### src/rtl/noc_params.sv
// Shared NoC types: port and flit encodings, flit layout, and the XY routing function.
package noc_params;

  localparam int unsigned PORT_NUM         = 5;
  localparam int unsigned PORT_SIZE        = $clog2(PORT_NUM);
  localparam int unsigned DEST_ADDR_SIZE_X = 2;
  localparam int unsigned DEST_ADDR_SIZE_Y = 2;
  localparam int unsigned FLIT_DATA_SIZE   = 16;
  localparam int unsigned HEAD_DATA_SIZE   = FLIT_DATA_SIZE - DEST_ADDR_SIZE_X - DEST_ADDR_SIZE_Y;

  typedef enum logic [PORT_SIZE-1:0] {LOCAL, NORTH, SOUTH, WEST, EAST} port_t;

  typedef enum logic [1:0] {HEAD, BODY, TAIL, HEADTAIL} flit_label_t;

  typedef struct packed {
    logic [DEST_ADDR_SIZE_X-1:0] dest_x;
    logic [DEST_ADDR_SIZE_Y-1:0] dest_y;
    logic [HEAD_DATA_SIZE-1:0]   data;
  } head_payload_t;

  typedef struct packed {
    logic [FLIT_DATA_SIZE-1:0] data;
  } body_payload_t;

  typedef union packed {
    head_payload_t head;
    body_payload_t body;
  } flit_payload_t;

  typedef struct packed {
    flit_label_t   label;
    flit_payload_t payload;
  } flit_t;

  // Dimension-ordered routing: resolve X completely before Y.
  function automatic port_t xy_route(
    input logic [DEST_ADDR_SIZE_X-1:0] dest_x,
    input logic [DEST_ADDR_SIZE_Y-1:0] dest_y,
    input logic [DEST_ADDR_SIZE_X-1:0] cur_x,
    input logic [DEST_ADDR_SIZE_Y-1:0] cur_y
  );
    if (dest_x > cur_x)      return EAST;
    else if (dest_x < cur_x) return WEST;
    else if (dest_y > cur_y) return SOUTH;
    else if (dest_y < cur_y) return NORTH;
    else                     return LOCAL;
  endfunction

endpackage

### src/rtl/input_buffer_unit_if.sv
// Flit/allocator handshake bundle between an input port's environment and its buffer unit.
interface input_buffer_unit_if;
  import noc_params::*;

  flit_t data_i;
  logic  valid_flit_i;
  logic  on_off_o;
  logic  switch_request_o;
  port_t out_port_o;
  logic  valid_sel_i;
  flit_t flit_o;
  logic  error_o;

  modport master (
    output data_i, valid_flit_i, valid_sel_i,
    input  on_off_o, switch_request_o, out_port_o, flit_o, error_o
  );

  modport slave (
    input  data_i, valid_flit_i, valid_sel_i,
    output on_off_o, switch_request_o, out_port_o, flit_o, error_o
  );
endinterface

### src/rtl/circular_buffer.sv
// Flit FIFO with wrap-around pointers, occupancy count and on/off hysteresis toward upstream.
module circular_buffer
  import noc_params::*;
#(
  parameter int unsigned BUFFER_SIZE   = 8,
  parameter int unsigned OFF_THRESHOLD = 6,
  parameter int unsigned ON_THRESHOLD  = 3
) (
  input  logic  clk,
  input  logic  rst,
  input  flit_t data_i,
  input  logic  read_i,
  input  logic  write_i,
  output flit_t data_o,
  output logic  is_empty_o,
  output logic  is_full_o,
  output logic  on_off_o
);

  localparam int unsigned PTR_W = $clog2(BUFFER_SIZE);
  localparam int unsigned OCC_W = PTR_W + 1;

  flit_t            mem [BUFFER_SIZE];
  logic [PTR_W-1:0] rd_ptr;
  logic [PTR_W-1:0] wr_ptr;
  logic [OCC_W-1:0] occupancy;
  logic [OCC_W-1:0] occ_next;
  logic             do_read;
  logic             do_write;

  assign is_empty_o = (occupancy == '0);
  assign is_full_o  = (occupancy == OCC_W'(BUFFER_SIZE));
  assign do_read    = read_i && !is_empty_o;
  // A full buffer still accepts a write when the head leaves in the same cycle.
  assign do_write   = write_i && (!is_full_o || do_read);
  assign data_o     = is_empty_o ? '0 : mem[rd_ptr];

  always_comb begin
    occ_next = occupancy;
    if (do_write && !do_read)      occ_next = occupancy + OCC_W'(1);
    else if (do_read && !do_write) occ_next = occupancy - OCC_W'(1);
  end

  always_ff @(posedge clk or posedge rst) begin
    if (rst) begin
      rd_ptr    <= '0;
      wr_ptr    <= '0;
      occupancy <= '0;
      on_off_o  <= 1'b1;
    end else begin
      if (do_write) wr_ptr <= wr_ptr + PTR_W'(1);
      if (do_read)  rd_ptr <= rd_ptr + PTR_W'(1);
      occupancy <= occ_next;
      if (occ_next >= OCC_W'(OFF_THRESHOLD))     on_off_o <= 1'b0;
      else if (occ_next <= OCC_W'(ON_THRESHOLD)) on_off_o <= 1'b1;
    end
  end

  // Storage needs no reset: empty entries are never presented at data_o.
  always_ff @(posedge clk) begin
    if (do_write) mem[wr_ptr] <= data_i;
  end

endmodule

### src/rtl/input_buffer_unit.sv
// Router input port: buffers flits, routes head flits XY, tracks wormhole state, requests the allocator.
module input_buffer_unit
  import noc_params::*;
#(
  parameter int unsigned                 BUFFER_SIZE   = 8,
  parameter int unsigned                 OFF_THRESHOLD = 6,
  parameter int unsigned                 ON_THRESHOLD  = 3,
  parameter logic [DEST_ADDR_SIZE_X-1:0] X_CURRENT     = '0,
  parameter logic [DEST_ADDR_SIZE_Y-1:0] Y_CURRENT     = '0
) (
  input logic                clk,
  input logic                rst,
  input_buffer_unit_if.slave bus
);

  typedef enum logic {IDLE, ACTIVE} state_t;

  state_t state;
  state_t state_next;
  port_t  out_port;
  port_t  out_port_next;
  logic   error;
  logic   error_next;
  logic   read;
  logic   is_empty;
  logic   is_full;
  flit_t  head;

  circular_buffer #(
    .BUFFER_SIZE   (BUFFER_SIZE),
    .OFF_THRESHOLD (OFF_THRESHOLD),
    .ON_THRESHOLD  (ON_THRESHOLD)
  ) u_buf (
    .clk        (clk),
    .rst        (rst),
    .data_i     (bus.data_i),
    .read_i     (read),
    .write_i    (bus.valid_flit_i),
    .data_o     (head),
    .is_empty_o (is_empty),
    .is_full_o  (is_full),
    .on_off_o   (bus.on_off_o)
  );

  always_ff @(posedge clk or posedge rst) begin
    if (rst) begin
      state    <= IDLE;
      out_port <= LOCAL;
      error    <= 1'b0;
    end else begin
      state    <= state_next;
      out_port <= out_port_next;
      error    <= error_next;
    end
  end

  always_comb begin
    state_next    = state;
    out_port_next = out_port;
    error_next    = error;
    read          = 1'b0;
    case (state)
      IDLE: begin
        if (!is_empty) begin
          if (head.label == HEAD || head.label == HEADTAIL) begin
            out_port_next = xy_route(head.payload.head.dest_x, head.payload.head.dest_y,
                                     X_CURRENT, Y_CURRENT);
            state_next    = ACTIVE;
          end else begin
            // Orphan body/tail without a head: drop it so the port cannot lock up.
            read       = 1'b1;
            error_next = 1'b1;
          end
        end
      end
      ACTIVE: begin
        if (bus.valid_sel_i && !is_empty) begin
          read = 1'b1;
          if (head.label == TAIL || head.label == HEADTAIL) state_next = IDLE;
        end
      end
    endcase
    if (bus.valid_sel_i && !(state == ACTIVE && !is_empty)) error_next = 1'b1;
    if (bus.valid_flit_i && is_full && !read)               error_next = 1'b1;
  end

  assign bus.switch_request_o = (state == ACTIVE) && !is_empty;
  assign bus.out_port_o       = out_port;
  assign bus.error_o          = error;
  assign bus.flit_o           = head;

endmodule

### src/flat_wrapper.sv
// flat-port wrapper written by rule: the top's interface ports become plain ports
module input_buffer_unit_flat import noc_params::*;
#(
  parameter int unsigned                 BUFFER_SIZE   = 8,
  parameter int unsigned                 OFF_THRESHOLD = 6,
  parameter int unsigned                 ON_THRESHOLD  = 3,
  parameter logic [DEST_ADDR_SIZE_X-1:0] X_CURRENT     = '0,
  parameter logic [DEST_ADDR_SIZE_Y-1:0] Y_CURRENT     = '0
)
  (clk, rst, bus_data_i, bus_valid_flit_i, bus_valid_sel_i, bus_on_off_o, bus_switch_request_o, bus_out_port_o, bus_flit_o, bus_error_o);
  input_buffer_unit_if bus_i ();
  input logic clk;
  input logic rst;
  input wire logic [$bits(bus_i.data_i)-1:0] bus_data_i;
  input wire logic [$bits(bus_i.valid_flit_i)-1:0] bus_valid_flit_i;
  input wire logic [$bits(bus_i.valid_sel_i)-1:0] bus_valid_sel_i;
  output wire logic [$bits(bus_i.on_off_o)-1:0] bus_on_off_o;
  output wire logic [$bits(bus_i.switch_request_o)-1:0] bus_switch_request_o;
  output wire logic [$bits(bus_i.out_port_o)-1:0] bus_out_port_o;
  output wire logic [$bits(bus_i.flit_o)-1:0] bus_flit_o;
  output wire logic [$bits(bus_i.error_o)-1:0] bus_error_o;
  assign bus_i.data_i = bus_data_i;
  assign bus_i.valid_flit_i = bus_valid_flit_i;
  assign bus_i.valid_sel_i = bus_valid_sel_i;
  assign bus_on_off_o = bus_i.on_off_o;
  assign bus_switch_request_o = bus_i.switch_request_o;
  assign bus_out_port_o = bus_i.out_port_o;
  assign bus_flit_o = bus_i.flit_o;
  assign bus_error_o = bus_i.error_o;
  input_buffer_unit #(.BUFFER_SIZE(BUFFER_SIZE), .OFF_THRESHOLD(OFF_THRESHOLD), .ON_THRESHOLD(ON_THRESHOLD), .X_CURRENT(X_CURRENT), .Y_CURRENT(Y_CURRENT)) u_core (.clk(clk), .rst(rst), .bus(bus_i));
endmodule
### config.mk
export PLATFORM = sky130hd
export DESIGN_NAME = input_buffer_unit_flat
export DESIGN_NICKNAME = d
export VERILOG_FILES = /design/src/rtl/noc_params.sv /design/src/rtl/input_buffer_unit_if.sv /design/src/rtl/circular_buffer.sv /design/src/rtl/input_buffer_unit.sv /design/src/flat_wrapper.sv
export SDC_FILE = /design/constraint.sdc
export NUM_CORES = 1
export LEC_CHECK = 0
export CAP_MARGIN = 15
export CORE_MARGIN = 4
export CORE_UTILIZATION = 55
export DETAILED_ROUTE_END_ITERATION = 16
export GPL_TIMING_DRIVEN = 0
export HOLD_SLACK_MARGIN = 0.1
export PLACE_DENSITY = 0.83
export SLEW_MARGIN = 20
export SYNTH_ARGS = -nofsm -noshare
export SYNTH_HDL_FRONTEND = slang
export SYNTH_SLANG_ARGS = --single-unit
### constraint.sdc
create_clock -name clk -period 5.8 [get_ports clk]
set_input_delay 0.58 -clock clk [delete_from_list [all_inputs] [get_ports clk]]
set_output_delay 0.58 -clock clk [all_outputs]
set_load 0.01 [all_outputs]
### Word-level counts from Yosys, hierarchy flattened

Memory sizes are Yosys's and may differ from the RTL's.
Cells that the tools add are included.

| storage, ports and cells | value |
|---|---|
| word-level logic and storage cells | 74 |
| memories kept | 1 |
| bits of input ports | 22 |
| output and inout bits | 24 |
| flip-flop bits (word level) | 16 |
| RAM bits | 144 |

Memory list:

| memory | words | width | rd ports | clocked after memory_dff | wr ports | line | source |
|---|---|---|---|---|---|---|---|
| u_core.u_buf.mem | 8 | 18 | 1 | 0 | 1 | circular_buffer.sv:23 | `flit_t mem [BUFFER_SIZE];` |

| cells by class | value |
|---|---|
| equal/unequal tests | 6 |
| bitwise gates (word level) | 2 |
| order comparisons | 6 |
| reduce and logical (&&, ||, !) cells | 23 |
| add/sub/neg operators | 4 |
| multiplexer cells | 25 |

Operators by type and width:

| kind | count |
|---|---|
| 18-bit two-way mux | 1 |
| 1-bit two-way mux | 17 |
| 1-bit logical AND | 9 |
| 3-bit two-way mux | 3 |
| 3-bit != test (second input constant) | 3 |
| 4-bit two-way mux | 2 |
| 3-bit by 1-bit adder with 3-bit output (second input constant) | 2 |
| 1-bit zero test | 6 |
| 3-bit AND reduction | 2 |
| 4-bit by 1-bit adder with 4-bit output (second input constant) | 1 |
| 2-bit == test (second input constant) | 2 |
| 4-bit == test (second input constant) | 1 |
| 4-bit by 3-bit greater-or-equal comparator with 1-bit output (second input constant) | 1 |
| 2-bit by 1-bit > comparator with 1-bit output (second input constant) | 2 |
| 4-bit by 2-bit less-or-equal comparator with 1-bit output (second input constant) | 1 |
| 4-bit zero test | 1 |
| 2-bit by 1-bit less-than comparator with 1-bit output (second input constant) | 2 |
| 1-bit case mux with 2 select lines | 2 |
| 4-bit by 1-bit subtractor with 4-bit output (second input constant) | 1 |
| 1-bit logical OR | 3 |
| 2-bit zero test | 1 |
| 1-bit NOT | 2 |
| 2-bit nonzero test | 1 |

### Logic depth before layout (Yosys ltp)

Gate-level depths: netlist (run 1).

| logic depth | value |
|---|---|
| depth in word-level cells | 17 |
| mapped depth | 13 |

### Hierarchy

From an unflattened synthesis (run 1), not the netlist that was laid out.

| unflattened totals | value |
|---|---|
| cells, all modules | 339 |
| area, all modules | 6,467.5 µm² |

By module, submodules not included:

| module | times used | sequential area each (µm²) | area each (µm²) | cells each |
|---|---|---|---|---|
| circular_buffer | 1 | 4,600.7 | 6,222.2 | 310 |
| input_buffer_unit | 1 | 100.1 | 245.2 | 29 |

### Worst setup path before layout (run 1)

No wires, ideal clock.

| path | value |
|---|---|
| path type | flip-flop to flip-flop |
| from | register u_core.u_buf.occupancy[1] |
| to | memory u_core.u_buf.mem[0][0] (netlist name) (enable) |
| stages on the path, launching flop included | 12 |
| slack | 1,206 ps |
| data arrival time | 4,155 ps |
| required time | 5,361 ps |
| setup time | 439 ps |
| path through | dfrtp_1 inv_1 ha_1 nor3b_1 clkbuf_1 clkbuf_1 nor2_1 ha_1 mux2_4 or3_1 nand2_1 nor4_1 |

| on the way | value |
|---|---|
| word-level cells in the longest chain between the ends | 12 |
| elaborated cells between the ends (all ways) | 18 |
| those cells by class | eq/ne: 2; mux: 7; reduce/logical: 9 |

RTL lines:

| element | line | source |
|---|---|---|
| start, declared | circular_buffer.sv:26 | `logic [OCC_W-1:0] occupancy;` |
| start signal, assigned | circular_buffer.sv:53 | `occupancy <= occ_next;` |
| 4-bit zero test (*) | circular_buffer.sv:31 | `assign is_empty_o = (occupancy == '0);` |
| 18-bit two-way mux (*) | circular_buffer.sv:36 | `assign data_o = is_empty_o ? '0 : mem[rd_ptr];` |
| net bus_flit_o[17] | flat_wrapper.sv:20 | `output wire logic [$bits(bus_i.flit_o)-1:0] bus_flit_o;` |
| 2-bit == test or 2-bit zero test (tied branches) | input_buffer_unit.sv:65 | `if (head.label == HEAD \|\| head.label == HEADTAIL) begin` |
| 1-bit logical OR (*) | input_buffer_unit.sv:65 |  |
| 1-bit two-way mux (*) | input_buffer_unit.sv:65 |  |
| 1-bit two-way mux (*) | input_buffer_unit.sv:64 | `if (!is_empty) begin` |
| 1-bit case mux with 2 select lines (*) | input_buffer_unit.sv:62 | `case (state)` |
| 1-bit logical AND (*) | circular_buffer.sv:33 | `assign do_read = read_i && !is_empty_o;` |
| 1-bit logical OR (*) | circular_buffer.sv:35 | `assign do_write = write_i && (!is_full_o \|\| do_read);` |
| 1-bit logical AND (*) | circular_buffer.sv:35 |  |
| 1-bit two-way mux (*) | circular_buffer.sv:61 | `if (do_write) mem[wr_ptr] <= data_i;` |
| 1-bit two-way mux (implied by the code) (*) | circular_buffer.sv:61 |  |
| end, declared | circular_buffer.sv:23 |  |

Mark *: on every way through the listed nets, which the timed path passes. The rest lies on a longest branch.

### Worst setup path in the final report (run 1)

| path | value |
|---|---|
| from | register u_core.u_buf.occupancy[1] |
| to | memory u_core.u_buf.mem[0][8] (netlist name) (enable) |

| on the way | value |
|---|---|
| word-level cells in the longest chain between the ends | 12 |
| elaborated cells between the ends (all ways) | 18 |
| those cells by class | eq/ne: 2; mux: 7; reduce/logical: 9 |

RTL lines:

| element | line |
|---|---|
| 4-bit zero test | circular_buffer.sv:31 |
| 18-bit two-way mux | circular_buffer.sv:36 |
| 2-bit == test or 2-bit zero test (tied branches) | input_buffer_unit.sv:65 |
| 1-bit logical OR | input_buffer_unit.sv:65 |
| 1-bit two-way mux | input_buffer_unit.sv:65 |
| 1-bit two-way mux | input_buffer_unit.sv:64 |
| 1-bit case mux with 2 select lines | input_buffer_unit.sv:62 |
| 1-bit logical AND | circular_buffer.sv:33 |
| 1-bit logical OR (*) | circular_buffer.sv:35 |
| 1-bit logical AND (*) | circular_buffer.sv:35 |
| 1-bit two-way mux (*) | circular_buffer.sv:61 |
| 1-bit two-way mux (implied by the code) (*) | circular_buffer.sv:61 |

Mark *: on every way between the ends. The rest lies on a longest branch, timed or not.

==> summary.txt, run 1 <==
Power and ir drop
  • PnR Total Power: between 4 and 5 mW
  • Worst-case vdd ir drop: approximately 0.38 mV
  • Pleak: roughly 2.7 nW
  • Power density relative to cell area: about 540 mW/mm2

Worst setup path
  • Startpoint Class: flop
  • Crit. End Element: flop
  • Arrival time worst endpoint: 5.07 ns
  • Class of the most critical setup path: flop to flop
  • Data required time at the worst endpoint: slightly below 6 ns
  • Biggest fanout along the worst timing path: 10

Synthesis
  • FFs w/ async S/R, synth: under 10%
  • Leading register cell type out of synthesis: edfxtp_1
  • Number of warnings printed during yosys synthesis: 0
  • Synth area leaders: edfxtp_1 (68%), mux4_2 (13%), dfrtp_1 (5.5%), mux2i_1 (2.8%), nor2_1 (1.4%)
  • Synth top area share: 67.7%
  • Number of enable-type register cells in the synthesized netlist: roughly 140
  • Post-synthesis average cell area: between 15 and 20 um2
  • Share of the yosys chip area belonging to registers: between 70% and 80%
  • Cell Area, Synth: about 0.0064 mm2
  • Cell type with the highest aggregate area in the netlist: edfxtp_1
  • Synth Instances: around 330
  • Register bit count reported by yosys: ~160
  • Nets in the synthesized netlist: ~360
  • Number of unique standard cell types used by synthesis: 43

Route
  • Count of vias placed by the detailed router: approximately 3300
  • Remaining antenna violation count after routing: 0
  • Average wire per cell in the routed design: 22.7 um
  • Final wirelength: about 13000 um
  • Number of optimization iterations in the first detailed-route pass: 7
  • Post-route DRC violation count: 0
  • First DRT Iteration DRCs: around 430
  • DR vias/cell: roughly 6

CTS
  • Hold-fix buffer count after cts: 0
  • Root buf cell: clkbuf_16
  • Max H-tree Level: 4
  • Insertion delay of the later-clocked pin in the worst-skew pair: approximately 0.42 ns
  • Setup bufs post-CTS: 0
  • Post-cts repair resize count: 0
  • Inserted Clock Buffers: 17
  • CTS Sinks: between 150 and 200
  • Longest Clk Path Bufs: 2
  • TritonCTS clock tree: done
  • Clock-pin slew on the worst setup and hold paths: 0.07 ns

Timing
  • Layout Skew: ~0.014 ns
  • Period Utilization, post-route: between 80% and 90%
  • Count of final setup violators: 0
  • Setup TNS after final layout: 0 ns
  • Maximum clock frequency: slightly above 0.2 GHz
  • Worst max-slew margin expressed relative to the limit: about 45%
  • Fin. max-slew vios: 0
  • RSZ-0062 raised after global routing: false
  • Min Tclk post-route: 4.96 ns
  • Hold Worst Slack: ~0.44 ns
  • Number of hold-slack violations in the final timing report: 0
  • Worst setup slack after layout: ~0.84 ns
  • Worst slew pin tran: roughly 0.81 ns

Die
  • Die area: 0.0134 mm2
  • Boundary Pins: 46
  • Starting utilization of the core area: between 50 and 60%
  • Die Wd: around 120 um
  • Row Count: 39
  • Core footprint: between 0.01 and 0.015 mm2
  • Die Span Y: approximately 120 um

Layout
  • Final antenna diode count: 0
  • Cell area after layout: 0.00772 mm2
  • Final net count: between 400 and 500
  • Area grow syn2layout: 20.9%
  • Commonest non-fill, non-tap cells in the layout: edfxtp_1 (144), clkdlybuf4s50_1 (43), mux4_2 (36), nor2_1 (20), mux2i_1 (18)
  • Commonest non-fill, non-tap cell in the layout: edfxtp_1
  • Final instance count without filler cells: roughly 560
  • Number of filler instances in the final layout: 736
  • Util after Layout: between 60% and 70%
  • Fraction of final layout cells sized beyond drive strength 1: between 20% and 30%

Global route
  • Global-route wire length before repair: slightly below 20000 um
  • Via count of the first global-routing pass: around 3400
  • Maximum number of pins on one net before global-route repair: 19
  • Total congestion overflow after global routing: 0
  • Initial antenna violation count: 0
  • Total GRT Usage: 20.4%

Placement
  • Dpl cell area: roughly 0.007 mm2
  • Count of input and output buffers: between 40 and 50
  • Half-perimeter wire length after detailed placement: ~8000 um
  • Post-placement worst setup slack: 0.902 ns
  • Number of instances in the placed design: 525
  • Routability congestion estimate from global placement: slightly below 0.8

Min path
  • Hold Crit Class: input pin to flop

Outcome
  • Result of the run: finished clean

Run
  • Max capacitance violation total: 0
==> flip-flops by register name, summed over array words and instances, names as in the netlist <==
signal,flops
u_core.u_buf.occupancy,4
u_core.u_buf.wr_ptr,3
u_core.u_buf.on_off_o,1
u_core.u_buf.rd_ptr,3
u_core.state,1
u_core.bus.out_port_o,2
u_core.u_buf.mem,144
u_core.bus.error_o,1
==> synthesized netlist by cell type (all sizes together) (2+ instances only) <==
master,number
dfrtp,14
clkbuf,3
and4,2
mux2i,18
nand2,12
ha,6
edfxtp,144
a31oi,2
nor3b,2
mux4,36
mux2,4
inv,6
nor3,7
and3,2
nand2b,3
xnor2,5
a21oi,5
nor2,23
buf,14
==> logic make-up after synthesis <==
| group | Yosys count | synth area share [%] |
|---|---|---|
| flip-flops | 159 | 73.6 |
| multiplexers | 58 | 16.3 |
| AND/OR/NAND/NOR | 57 | 4.29 |
| buffers and inverters | 23 | 1.74 |
| AO/OA/AOI/OAI | 17 | 2.08 |
| adder cells (fa/ha/maj) | 6 | 1.17 |
| XOR/XNOR | 6 | 0.822 |
| other | 1 | 0.0587 |
==> where the power goes <==
group	internal, mW	switching, mW
Sequential	1.46	0.0909
Combinational	0.772	0.782
Clock	0.645	0.458
Total	2.88	1.33
==> critical path, stage by stage (launching register included) <==
cell,delay (ns)
dfrtp_1,0.43
inv_1,0.10
ha_1,0.20
nor3b_1,0.38
clkbuf_1,0.59
clkbuf_1,0.59
nor2_1,0.21
ha_1,0.38
mux2_4,0.20
or3_1,0.19
nand2_1,0.21
nor4_2,0.66
buf_4,0.29
buf_2,0.22
==> area by class of cell <==
type	instances	area (um2)	area share, %
Clock inverter	13	156	2.02
Sequential cell	159	4700	60.9
Multi-Input combinational cell	145	1620	21.0
Buffer	17	88.8	1.15
Tap cell	143	179	2.32
Timing Repair Buffer	55	523	6.77
Inverter	6	22.5	0.292
Clock buffer	19	433	5.60
==> worst paths after layout <==
check / endpoint / cells past startpoint / slack (ns) / start
hold / removal: u_core.u_buf.occupancy[1] / 2 / 0.44 / bus_valid_flit_i
setup / recovery: u_core.u_buf.mem[0][8] / 13 / 0.84 / u_core.u_buf.occupancy[1]
max in group asynchronous: u_core.u_buf.wr_ptr[1] / 2 / 4.87 / rst
setup reg to reg: u_core.u_buf.mem[0][8] / 13 / 0.84 / u_core.u_buf.occupancy[1]
hold reg to reg: u_core.bus.error_o / 2 / 0.48 / u_core.bus.error_o
min in group asynchronous: u_core.bus.out_port_o[2] / 2 / 0.54 / rst
==> layer usage <==
metal	wire length [um]	GRT usage, %
met3	807	5.17
met4	156	6.42
met5	0	0
met1	5190	27.0
met2	6480	33.8
No activity file was read; power rests on OpenSTA's default activity.
==> inputs of run 2 (changes only) <==
--- a/config.mk
+++ b/config.mk
@@ -8,6 +8,7 @@
 export CAP_MARGIN = 15
 export CORE_MARGIN = 4
 export CORE_UTILIZATION = 55
+export CTS_CLUSTER_SIZE = 24
 export DETAILED_ROUTE_END_ITERATION = 16
 export GPL_TIMING_DRIVEN = 0
 export HOLD_SLACK_MARGIN = 0.1
==> results of run 2 <==
Same layout as run 1: the final DEF is identical, and so are final timing and power.
==> edit (flow settings as in run 1) <==
Set the package constant `DEST_ADDR_SIZE_Y` to 8 (it was 2).
--- a/src/rtl/noc_params.sv
+++ b/src/rtl/noc_params.sv
@@ -5,5 +5,5 @@
   localparam int unsigned PORT_SIZE        = $clog2(PORT_NUM);
   localparam int unsigned DEST_ADDR_SIZE_X = 2;
-  localparam int unsigned DEST_ADDR_SIZE_Y = 2;
+  localparam int unsigned DEST_ADDR_SIZE_Y = 8;
   localparam int unsigned FLIT_DATA_SIZE   = 16;
   localparam int unsigned HEAD_DATA_SIZE   = FLIT_DATA_SIZE - DEST_ADDR_SIZE_X - DEST_ADDR_SIZE_Y;
Function: changed (Yosys sat finds a counterexample within 4 cycles, from zero or initial values and one cycle with rst high).
==> edit against run 1 <==
- count of clock-buffer cells in the layout is 1 lower
- die area increased by 0.15%
- wire length is 3.4% higher
- sequential cell count unchanged
- sequential share of layout area increased by 0.059 points
- clock power is 5% lower
- cell area about the same
- power up 0.11%
- critical path depth shrank 1
- synthesized cell count down 0.31%
- area after synthesis rose by 0.16%
- worst setup slack better by 530 ps
- critical path type unchanged
- largest cell class unchanged
==> edit: results (changes against run 1) <==
status -> completed
crit start category -> flop
Pre-antenna DRT Iters -> 5 (-2)
met3 wire length -> 896 um (+11%)
Post-synth EDFFs -> 144 (unchanged)
Fin Clk Skew -> 8.03 ps (-6.15 ps)
top_reg_cell synth -> edfxtp_1
number of diodes -> 0 (unchanged)
Post-Syn Nets -> 354 (-0.28%)
Area contributors post-synth -> edfxtp_1 68%, mux4_2 12%, dfrtp_1 5.5%
Critical Path End -> u_core.u_buf.mem[1][13]$_DFFE_PP_
yosys warns -> 0 (unchanged)
FFs w/ async S/R, synth -> 9.43% (unchanged)
number of routed nets with antenna violations -> 0 (unchanged)
clk buf depth -> 2 (unchanged)
Hold Path Class -> in2async
Chip Width -> 116 um (about the same)
Worst-path clk slew -> 60 ps
CP max FO -> 10 (unchanged)
net count reported at finish -> 429 (unchanged)
post-cts gate resize count -> 0 (unchanged)
register area share after synthesis -> 73.5% (-0.12 points)
Reg2Reg Launch Point -> u_core.u_buf.rd_ptr[1]$_DFFE_PP0N_
reg2reg setup slack -> 1370 ps (+530 ps)
1st-iter DRT viols -> 342 (-20%)
max_slew headroom -> 46.6% (+1.2 points)
final wirelength -> 13,100 um (+3.4%)
Final min period -> 4430 ps (-530 ps)
initial antenna violation count -> 0 (unchanged)
slowest CP cell -> nor3_2
clock buffer count from CTS -> 17 (unchanged)
crit path DAT -> 4540 ps (-530 ps)
vias in the first global route -> 3,482 (+1.2%)
H-tree levels -> 4 (unchanged)
DR WL met2 -> 6660 um (+2.9%)
clock latency on the worst-skew pair -> 420 ps (about the same)
maximum VDD drop -> 0.000335 V (-13%)
wl on met1 -> 5300 um (+2.0%)
Final HPWL DP -> 8430 um (+4.6%)
top routing layer in use -> met4
Leakage -> 2.65 nW (-0.76%)
first-pass GRT wire length -> 19,800 um (+1.0%)
Synth cell types -> 42 (-2.3%)
Largest regs -> u_core.u_buf.mem x144, u_core.u_buf.occupancy x4
# Post-CTS Setup Buffers -> 0 (unchanged)
I/O Buffers -> 44 (+2.3%)
Commonest cells post-synth -> 144 x edfxtp_1, 33 x mux4_2, 22 x nor2_1, 19 x mux2i_1, 14 x dfrtp_1
Top delay family on crit path -> buffers and inverters
clock root buffer master -> clkbuf_16
All-Layer GR Usage -> 20.9% (+0.45 points)
largest net degree at the start of global routing -> 19 (unchanged)
reg2reg path depth -> 12 (-1)
detail-routed via count per cell -> 6.06 (+0.93%)
Slowest Stage Delay on Critical Path -> 560 ps (-100 ps)
layout cells sized above 1 -> 23.1% (-3.3 points)
GP Congestion -> 0.824 (+3.8%)
## edit: cell type report
| class | count | area, sq um |
|---|---|---|
| sequential | 159 | 4700 |
| fill | 744 | 3700 |
| multi-input combinational | 146 | 1620 |
| timing repair buffer | 56 | 544 |
| clock buffer | 18 | 429 |
| tap | 143 | 179 |
| clock inverter | 12 | 121 |
| buffer | 14 | 96.3 |
| inverter | 7 | 26.3 |
## edit: cells by family (layout without fill, tap and decap cells)
| family | after synthesis | count (layout) | share of synthesized area, % |
|---|---|---|---|
| AO/OA/AOI/OAI | 17 | 17 | 1.86 |
| XOR/XNOR | 7 | 7 | 0.958 |
| adder cells (fa/ha/maj) | 6 | 6 | 1.17 |
| buffers and inverters | 21 | 107 | 1.92 |
| flip-flops | 159 | 159 | 73.5 |
| multiplexers | 58 | 58 | 16.3 |
| other | 1 | 1 | 0.0586 |
| AND/OR/NAND/NOR | 57 | 57 | 4.24 |
## edit: per-layer routing
metal / vias to the layer above / GRT usage (%)
li1: 1462 / -
met1: 1743 / 27.9
met2: 141 / 33.8
met3: 17 / 5.85
met4: 0 / 6.65
met5: - / 0
## edit: through the flow
step                instance area [sq um]  TNS (ps)  setup WS (ps)  instances  hold WS (ps)
detailed placement                   7170         0           1450        525           488
global route                         7720         0           1100        555           519
finish                               7720         0           1370        555           502
floorplan                            6400         0           1220        326           481
CTS                                  7720         0           1340        555           502
global placement                     7020    -14110           -700        513           464
## edit: report_power, final
| group | internal (mW) | total, mW | switching (mW) |
|---|---|---|---|
| sequential | 1.47 | 1.56 | 0.0957 |
| clock | 0.623 | 1.04 | 0.419 |
| combinational | 0.783 | 1.61 | 0.829 |
